==> src/rtl/seq_pkg.sv <==
// Shared types and helpers for the task sequencer: state encoding and index-width sizing.
package seq_pkg;

   typedef enum logic [2:0] {
      IDLE  = 3'd0,
      RUN   = 3'd1,
      GAP   = 3'd2,
      DONE  = 3'd3,
      FAULT = 3'd4
   } seq_state_t;

   // Width of a task index; a single task still needs a one-bit index port.
   function automatic int idx_width(input int n);
      return (n <= 1) ? 1 : $clog2(n);
   endfunction

endpackage

==> src/rtl/seq_watchdog.sv <==
// Per-task watchdog: counts enabled cycles and flags the last allowed cycle of a task.
module seq_watchdog #(
   parameter int TIMEOUT_CYCLES = 0,
   parameter int WIDTH          = 1
) (
   input  logic clock,
   input  logic reset,
   input  logic clear,
   input  logic enable,
   output logic expired
);

   localparam logic [WIDTH-1:0] LIMIT = (TIMEOUT_CYCLES > 0) ? WIDTH'(TIMEOUT_CYCLES - 1) : '0;

   logic [WIDTH-1:0] timer;

   // The counter parks at LIMIT so a task that overstays can never wrap back to a safe count.
   always_ff @(posedge clock) begin
      if (reset || clear) begin
         timer <= '0;
      end else if (enable && (timer != LIMIT)) begin
         timer <= timer + 1'b1;
      end
   end

   assign expired = (TIMEOUT_CYCLES > 0) && (timer == LIMIT);

endmodule

==> src/rtl/task_sequencer.sv <==
// Runs NUM_TASKS sub-FSMs in order with a level start / pulse stop handshake,
// with go/abort control, optional auto-start and looping, and a per-task watchdog.
module task_sequencer
   import seq_pkg::*;
#(
   parameter int NUM_TASKS      = 3,
   parameter int TIMEOUT_CYCLES = 0,
   parameter int AUTO_START     = 1,
   parameter int LOOP           = 0
) (
   input  logic                                clock,
   input  logic                                reset,
   input  logic                                go,
   input  logic                                abort,
   input  logic [NUM_TASKS-1:0]                stop_task,
   output logic [NUM_TASKS-1:0]                start_task,
   output logic [idx_width(NUM_TASKS)-1:0]     cur_task,
   output logic                                busy,
   output logic                                all_done,
   output logic                                fault,
   output logic [idx_width(NUM_TASKS)-1:0]     fault_task
);

   localparam int                   IDX_W    = idx_width(NUM_TASKS);
   localparam logic [IDX_W-1:0]     LAST_IDX = IDX_W'(NUM_TASKS - 1);
   localparam int                   WDT_W    = (TIMEOUT_CYCLES > 1) ? $clog2(TIMEOUT_CYCLES) : 1;
   localparam logic [NUM_TASKS-1:0] ONE_HOT0 = NUM_TASKS'(1);

   seq_state_t       state;
   seq_state_t       next_state;
   logic [IDX_W-1:0] idx;
   logic [IDX_W-1:0] next_idx;
   logic [IDX_W-1:0] next_fault_task;
   logic             auto_pending;
   logic             next_auto;
   logic             expired;

   // The timer is held clear outside RUN, so every task starts its budget from zero.
   seq_watchdog #(
      .TIMEOUT_CYCLES(TIMEOUT_CYCLES),
      .WIDTH         (WDT_W)
   ) u_watchdog (
      .clock  (clock),
      .reset  (reset),
      .clear  (state != RUN),
      .enable (state == RUN),
      .expired(expired)
   );

   always_comb begin
      next_state      = state;
      next_idx        = idx;
      next_auto       = auto_pending;
      next_fault_task = '0;
      if (abort) begin
         next_state = IDLE;
         next_idx   = '0;
         next_auto  = 1'b0;
      end else begin
         case (state)
            IDLE: begin
               if (go || auto_pending) begin
                  next_state = RUN;
                  next_idx   = '0;
                  next_auto  = 1'b0;
               end
            end
            // A stop on the expiry cycle takes precedence over the watchdog.
            RUN: begin
               if (stop_task[idx]) begin
                  if (idx == LAST_IDX) begin
                     next_state = DONE;
                  end else begin
                     next_state = GAP;
                     next_idx   = idx + 1'b1;
                  end
               end else if (expired) begin
                  next_state      = FAULT;
                  next_fault_task = idx;
               end
            end
            GAP: begin
               next_state = RUN;
            end
            DONE: begin
               if ((LOOP != 0) || go) begin
                  next_state = GAP;
                  next_idx   = '0;
               end
            end
            FAULT: begin
               next_fault_task = fault_task;
            end
            default: begin
               next_state = IDLE;
               next_idx   = '0;
            end
         endcase
      end
   end

   // Outputs are decoded from the next state so they line up with the state they describe.
   always_ff @(posedge clock) begin
      if (reset) begin
         state        <= IDLE;
         idx          <= '0;
         auto_pending <= (AUTO_START != 0);
         start_task   <= '0;
         cur_task     <= '0;
         busy         <= 1'b0;
         all_done     <= 1'b0;
         fault        <= 1'b0;
         fault_task   <= '0;
      end else begin
         state        <= next_state;
         idx          <= next_idx;
         auto_pending <= next_auto;
         start_task   <= (next_state == RUN) ? (ONE_HOT0 << next_idx) : '0;
         cur_task     <= next_idx;
         busy         <= (next_state == RUN) || (next_state == GAP);
         all_done     <= (next_state == DONE);
         fault        <= (next_state == FAULT);
         fault_task   <= next_fault_task;
      end
   end

endmodule

==> config.mk <==
export PLATFORM = sky130hd
export DESIGN_NAME = task_sequencer
export DESIGN_NICKNAME = d
export VERILOG_FILES = /design/src/rtl/seq_pkg.sv /design/src/rtl/seq_watchdog.sv /design/src/rtl/task_sequencer.sv
export SDC_FILE = /design/constraint.sdc
export NUM_CORES = 1
export LEC_CHECK = 0
export ABC_AREA = 0
export CORE_MARGIN = 4
export CORE_UTILIZATION = 25
export CTS_CLUSTER_SIZE = 25
export DETAILED_ROUTE_END_ITERATION = 8
export GPL_TIMING_DRIVEN = 0
export PLACE_DENSITY = 0.53
export SLEW_MARGIN = 20
export SYNTH_ARGS = -nofsm -noshare
export SYNTH_HDL_FRONTEND = slang
export SYNTH_HIERARCHICAL = 1
export SYNTH_SLANG_ARGS = --single-unit
==> constraint.sdc <==
create_clock -name clock -period 2.21 [get_ports clock]
set_clock_uncertainty 0.15 [all_clocks]
set_input_delay 0.663 -clock clock [delete_from_list [all_inputs] [get_ports clock]]
set_output_delay 0.663 -clock clock [all_outputs]
set_load 0.03 [all_outputs]
After elaboration in Yosys (flattened, before gate mapping)
Index checks and enable logic that the tools add are counted.
Word-level totals
  flip-flop bits (word level): 12
Operators by class
  add/sub/neg operators: 1
  magnitude comparators: 1
  equal/unequal tests: 9
  shift-type cells: 1
  muxes and demuxes: 17
  bitwise operators: 1
  reduce and logical (&&, ||, !) cells: 8
Operators by type and width (count)
  3-bit one-hot mux with 5 select lines: 1
  3-bit by 2-bit equality test with 1-bit output, second input constant: 4
  3-bit 2-to-1 mux: 4
  2-bit 2-to-1 mux: 5
  2-bit one-hot mux with 4 select lines: 1
  3-bit by 1-bit equality test with 1-bit output, second input constant: 2
  3-bit equality test, second input constant: 2
  1-bit 2-to-1 mux: 5
  2-bit nonzero test: 2
  2-bit OR reduction: 2
  3-bit logical NOT: 1
  2-bit by 3-bit < comparator with 1-bit output, second input constant: 1
  1-bit by 2-bit << shifter with 3-bit output, first input constant: 1
  2-bit by 1-bit adder with 2-bit output, second input constant: 1
  1-bit binary-select mux with 2-bit select: 1
  2-bit equality test, second input constant: 1
  1-bit logical OR: 2
  2-bit AND reduction: 1
  1-bit inverter: 1

Logic depth before layout (Yosys ltp)
  depth in word-level cells: 8
  depth in mapped cells: 7

By module
The synthesis kept the hierarchy.
Modules (own cells, without submodules)
  task_sequencer: instances 1, cells each 90, area each 757.0 sq um
  seq_watchdog: instances 1, cells each 2, area each 11.3 sq um

Worst setup path after synthesis
OpenSTA, ideal clock, no wires.
  path kind: flip-flop to flip-flop
  start point: register idx[1]
  end point: register busy
  library setup time: 115 ps
  data arrival time: 1798 ps
  required time: 1945 ps
  setup slack: 147 ps
  stages on the path, launching flop included: 6
  cells stage by stage: dfxtp_1 -> mux2_4 -> a21o_1 -> a221o_1 -> nand3_2 -> a21bo_1
On the way
  word-level cells in the longest chain between the ends: 7
  elaborated cells on any way between the ends: 10
  classes of those cells: eq/ne: 3; mux: 6; reduce/logical: 1
Ends and longest elaborated chain
  from (decl): RTL line task_sequencer.sv:31  | logic [IDX_W-1:0] idx;
  from (signal assigned): RTL line task_sequencer.sv:116  | idx <= next_idx;
  1-bit binary-select mux with 2-bit select or 2-bit equality test (tied branches): RTL line task_sequencer.sv:70, task_sequencer.sv:71
  1-bit 2-to-1 mux (on tied branches): RTL line task_sequencer.sv:70, task_sequencer.sv:71
  3-bit 2-to-1 mux (*): RTL line task_sequencer.sv:70  | if (stop_task[idx]) begin
  3-bit one-hot mux with 5 select lines (*): RTL line task_sequencer.sv:60  | case (state)
  3-bit 2-to-1 mux (*): RTL line task_sequencer.sv:55  | if (abort) begin
  3-bit by 1-bit equality test with 1-bit output or 3-bit by 2-bit equality test with 1-bit output (tied branches): RTL line task_sequencer.sv:120  | busy <= (next_state == RUN) || (next_state == GAP);
  1-bit logical OR (*): RTL line task_sequencer.sv:120
  to (signal assigned): RTL line task_sequencer.sv:120
  to (decl): RTL line task_sequencer.sv:18  | output logic busy,
Mark *: on every way between the ends. The rest lies on a longest branch, timed or not. The select of a mux whose other input is x is not followed.
A chain may end at the register's enable or synchronous reset.

Worst setup path in the final report
  start point: input port stop_task[0]
  end point: register busy
On the way
  word-level cells in the longest chain between the ends: 7
  elaborated cells on any way between the ends: 8
  classes of those cells: eq/ne: 2; mux: 5; reduce/logical: 1
Ends and longest elaborated chain
  from (decl): RTL line task_sequencer.sv:15  | input logic [NUM_TASKS-1:0] stop_task,
  1-bit binary-select mux with 2-bit select (*): RTL line task_sequencer.sv:70
  1-bit 2-to-1 mux (not written as such) (*): RTL line task_sequencer.sv:70
  3-bit 2-to-1 mux (*): RTL line task_sequencer.sv:70
  3-bit one-hot mux with 5 select lines (*): RTL line task_sequencer.sv:60
  3-bit 2-to-1 mux (*): RTL line task_sequencer.sv:55
  3-bit by 1-bit equality test with 1-bit output or 3-bit by 2-bit equality test with 1-bit output (tied branches): RTL line task_sequencer.sv:120
  1-bit logical OR (*): RTL line task_sequencer.sv:120
Marks and branches as above.

==> results.md <==
- The share of total power dissipated in sequential elements is between 40% and 50%.
- The internal power component is between 0.0003 and 0.0004 W.
- The design draws 0.000521 W.
- The initial core utilization is 26.9%.
- Excluding fillers, the count of instances in the completed layout stands at between 100 and 150.
- Hold timing on the final database bottoms out at a slack of 0.344 ns.
- The number of rows in the core area is 19.
- The critical path class is input pin to flop.
- Setup repair after global routing left no endpoint under its margin.
- The count of buffers inserted at the top-level ports is 15.
- Clock latency on the worst-skew pair, taken at its later pin, is 0.28 ns.
- The power dissipated by switching net loads is 0.000129 W.
- Setup slack on the critical path of the routed design comes to around 0.10 ns.
- Grouping stages by cell kind, the critical path spends the most delay in compound AO/OA/AOI/OAI gates.
- The achievable frequency is around 470 MHz.
- The cell at the root of the clock tree is sky130_fd_sc_hd__clkbuf_4.
- The setup TNS after final layout is 0 ns.
- The class of the tightest hold or removal check is flop to flop.
- The via count of the first global-routing pass is 701.
- The slowest stage cell on the critical path is sky130_fd_sc_hd__o41ai_2.
- The worst register-to-register path begins at idx[1].
- Per report_power, the clock group accounts for about a third of the total.
- The final wirelength is roughly 1.7 mm.
- Summed over all cells, the static leakage comes to 0.415 nW.
- The worst setup path is launched from an input pin.
- VDD sags by at most ~0.00026 V.
- Synthesis produced between 90 and 100 cells.
- The CTS tree is built.
- For this run the aggregate overflow at the end of global routing stands at 0.
- In this run the worst setup path begins at stop_task[0].
- In this run, CTS created clock tree buffers numbering 3.
- The number of enable-type register cells in the synthesized netlist is 0.
- The combined buffer and inverter count along the critical path is 1.
- The post-placement worst setup slack is -0.400 ns.
- The wire length of the first global-routing pass is around 3.0 mm.
- The maximum cell stage delay along the critical path is roughly 0.36 ns.
- The fraction of final layout cells with drive strength greater than 1 is 15.2%.
- The post-route antenna net violation count is 0.
- Averaged over all synthesized cells, the footprint is 8.35 um2.
- For this design the top-level I/O count stands at 17.
- After synthesis, the cell types taking the most area are sky130_fd_sc_hd__dfxtp_1 (36%), sky130_fd_sc_hd__nor2_1 (4.9%), sky130_fd_sc_hd__a21oi_1 (3.9%).
- The antenna cell count is 0.
- The worst setup path is captured at a flop.
- Of all flip-flops after synthesis, the portion carrying an async set or reset was 0%.
- The sequential-to-total area share from yosys stat is approximately 36%.
- In this run the vertical extent of the chip is ~63 um.
- The Yosys step of the flow raised 6 warnings.
- Summing over every cut layer, the via total after detailed routing is around 720.
- Entering global routing, the biggest net connects 11 pins.
- Data arrives at the worst endpoint at around 2.2 ns.
- The floorplan step defined a die boundary enclosing ~4000 um2.
- The last weighted congestion value of the routability-driven placer is ~0.74.
- Counting I/O delays and the setup requirement, the final critical path takes 2.11 ns.
- The worst-case clock buffer depth is 2.
- The final net count is 122.
- The floorplan step defined a core boundary enclosing roughly 2900 um2.
- The share of the clock period used by the worst path after layout is about 95%.
- The share of synthesized area in the top cell type comes to between 30% and 40%.
- The area added between synthesis and finish is 31.8%.
- The count of distinct cell types in the synthesized netlist is 37.
- The post-detailed-placement half-perimeter wirelength is roughly 1.3 mm.
- The number of vias per cell after detailed routing is about 5.
- For this run, the leading register cell type out of synthesis is sky130_fd_sc_hd__dfxtp_1.
- The wire length per cell after detailed routing is around 12 um.
- The post-synthesis net count is 101.
- The number of placed instances, taps included, is between 100 and 150.
- The flop and latch count out of synthesis is 14.
- The number of antenna violations at the first check in global routing is 0.
- The clock-pin slew on the worst setup and hold paths is roughly 0.080 ns.
- The switching fraction of total power is about a quarter.
- The number of hold buffers added after cts is 0.
- The proportion of power drawn by combinational gates is 14.9%.
- The pre-antenna-repair detailed-routing pass consisted of 4 iterations.
- The max-cap violation count is 0.
- The number of setup violations in the final report is 0.
- After detailed routing, the number of remaining DRC violations is 0.
- The total routing usage reported by global routing is just over 9%.
- The cell taking the most area after synthesis is sky130_fd_sc_hd__dfxtp_1.
- The iteration-0 DRC count of the detailed router is 10.
- The power per cell area is approximately 510 nW/um2.
- The number of max-slew violations in the final report is 0.
- The number of H-tree levels is 1.
- The flow ran to the end, and the final reports show no timing, DRC or antenna violations.
- The total standard cell area after synthesis is about 770 um2.
- Clock tree synthesis found a total of 14 sinks.
- The source of the worst hold timing path is fault_task[0].
- The number of hold-slack violations in the final timing report was 0.
- The signal on the critical path passes through dlygate4sd2_1, mux2_4, a21o_1, o41ai_2, nand3_2, a21bo_1.
- Along the worst path, the maximum fanout reaches 4.
- STA puts the critical path data required time at around 2.3 ns.
- The die width is between 60 and 70 um.
-- registers in the layout (all words and copies together), names as in the netlist --
name	cells
busy	1
all_done	1
fault	1
idx	2
auto_pending	1
state	3
fault_task	2
start_task	3
-- logic make-up (layout without fill, tap and decap cells) --
kind of cell	count (synthesis)	after routing	share of synthesized area (%)
simple gates	32	32	23.1
compound gates	29	29	27.4
flops	14	14	36.5
buf+inv	13	33	7.33
fa+ha+maj	2	2	3.26
other cells	1	1	0.488
mux	1	1	1.95
-- synthesized netlist by cell type, types with 2 or more instances --
library cell                n
sky130_fd_sc_hd__dfxtp_1   14
sky130_fd_sc_hd__a21oi_1    6
sky130_fd_sc_hd__nand3_1    2
sky130_fd_sc_hd__ha_1       2
sky130_fd_sc_hd__nand2_1    2
sky130_fd_sc_hd__o21ai_0    3
sky130_fd_sc_hd__inv_1      8
sky130_fd_sc_hd__a221o_1    2
sky130_fd_sc_hd__nor2b_1    2
sky130_fd_sc_hd__buf_2      3
sky130_fd_sc_hd__nor3_1     5
sky130_fd_sc_hd__o21bai_1   2
sky130_fd_sc_hd__nor2_1    10
sky130_fd_sc_hd__a31oi_1    2
sky130_fd_sc_hd__o22ai_1    2
sky130_fd_sc_hd__a21o_1     3
sky130_fd_sc_hd__a211oi_1   2
sky130_fd_sc_hd__nand2b_1   3
-- power groups by stage --
stage,Combinational (W),Clock (W),Sequential (W)
after floorplan,0.0000434,0,0.000271
after global placement,0.0000757,0,0.000266
after detailed placement,0.0000759,0,0.000266
after CTS,0.0000772,0.000189,0.000260
after global routing,0.0000853,0.000204,0.000261
final,0.0000775,0.000183,0.000260
-- cell usage in the layout, fill, tap and decap left out, types with 3 or more instances in the layout --
cell and n:
sky130_fd_sc_hd__dfxtp_1 14, sky130_fd_sc_hd__nand2b_1 3, sky130_fd_sc_hd__nor2_1 10, sky130_fd_sc_hd__inv_1 8, sky130_fd_sc_hd__clkbuf_4 3, sky130_fd_sc_hd__dlygate4sd2_1 4
sky130_fd_sc_hd__clkdlybuf4s50_1 9, sky130_fd_sc_hd__buf_2 3, sky130_fd_sc_hd__a21oi_1 6, sky130_fd_sc_hd__a21o_1 3, sky130_fd_sc_hd__nor3_1 4
-- worst paths after layout --
kind | end | slack, ns | cells past startpoint
worst max-delay path | busy | 0.10 | 6
worst min-delay path | fault_task[0] | 0.34 | 2
worst max register to register | busy | 0.17 | 5
worst min register to register | fault_task[0] | 0.34 | 2
-- area by class of cell --
| type | count | area (um2) |
|---|---|---|
| fill | 304 | 1840 |
| sequential | 14 | 280 |
| inverter | 8 | 30.0 |
| timing repair buffer | 16 | 158 |
| tap | 31 | 38.8 |
| buffer | 5 | 26.3 |
| multi-input combinational | 65 | 443 |
| clock buffer | 4 | 36.3 |
-- stage by stage --
stage	area [um2]	utilization, %
6_report	1010	35.5
5_1_grt	1010	35.5
4_1_cts	1000	35.1
3_5_place_dp	957	33.6
3_3_place_gp	957	33.6
2_1_floorplan	768	-
-- layer usage --
| metal | vias to the layer above | GRT usage [%] | wire length [um] | part of all wire, % |
|---|---|---|---|---|
| met5 | - | 0 | 0 | 0 |
| met4 | 0 | 1.62 | 0 | 0 |
| met3 | 0 | 4.09 | 90 | 5.2 |
| met2 | 13 | 14.9 | 802 | 46 |
| met1 | 332 | 11.2 | 836 | 48 |
| li1 | 372 | - | - | - |
-- tightest hold or removal path: stages, from the launching register on --
cell and delay (ns):
sky130_fd_sc_hd__dfxtp_1 0.32, sky130_fd_sc_hd__nand3_1 0.06, sky130_fd_sc_hd__a211oi_1 0.06
-- repair_timing --
action / 4_1_cts / 5_1_grt
gates resized for setup: 6 / 4
pin swaps: 2 / 2
endpoints found under the setup margin: 6 / 4
buffers inserted: 1 / 0
No activity file was read; power rests on OpenSTA's default activity.
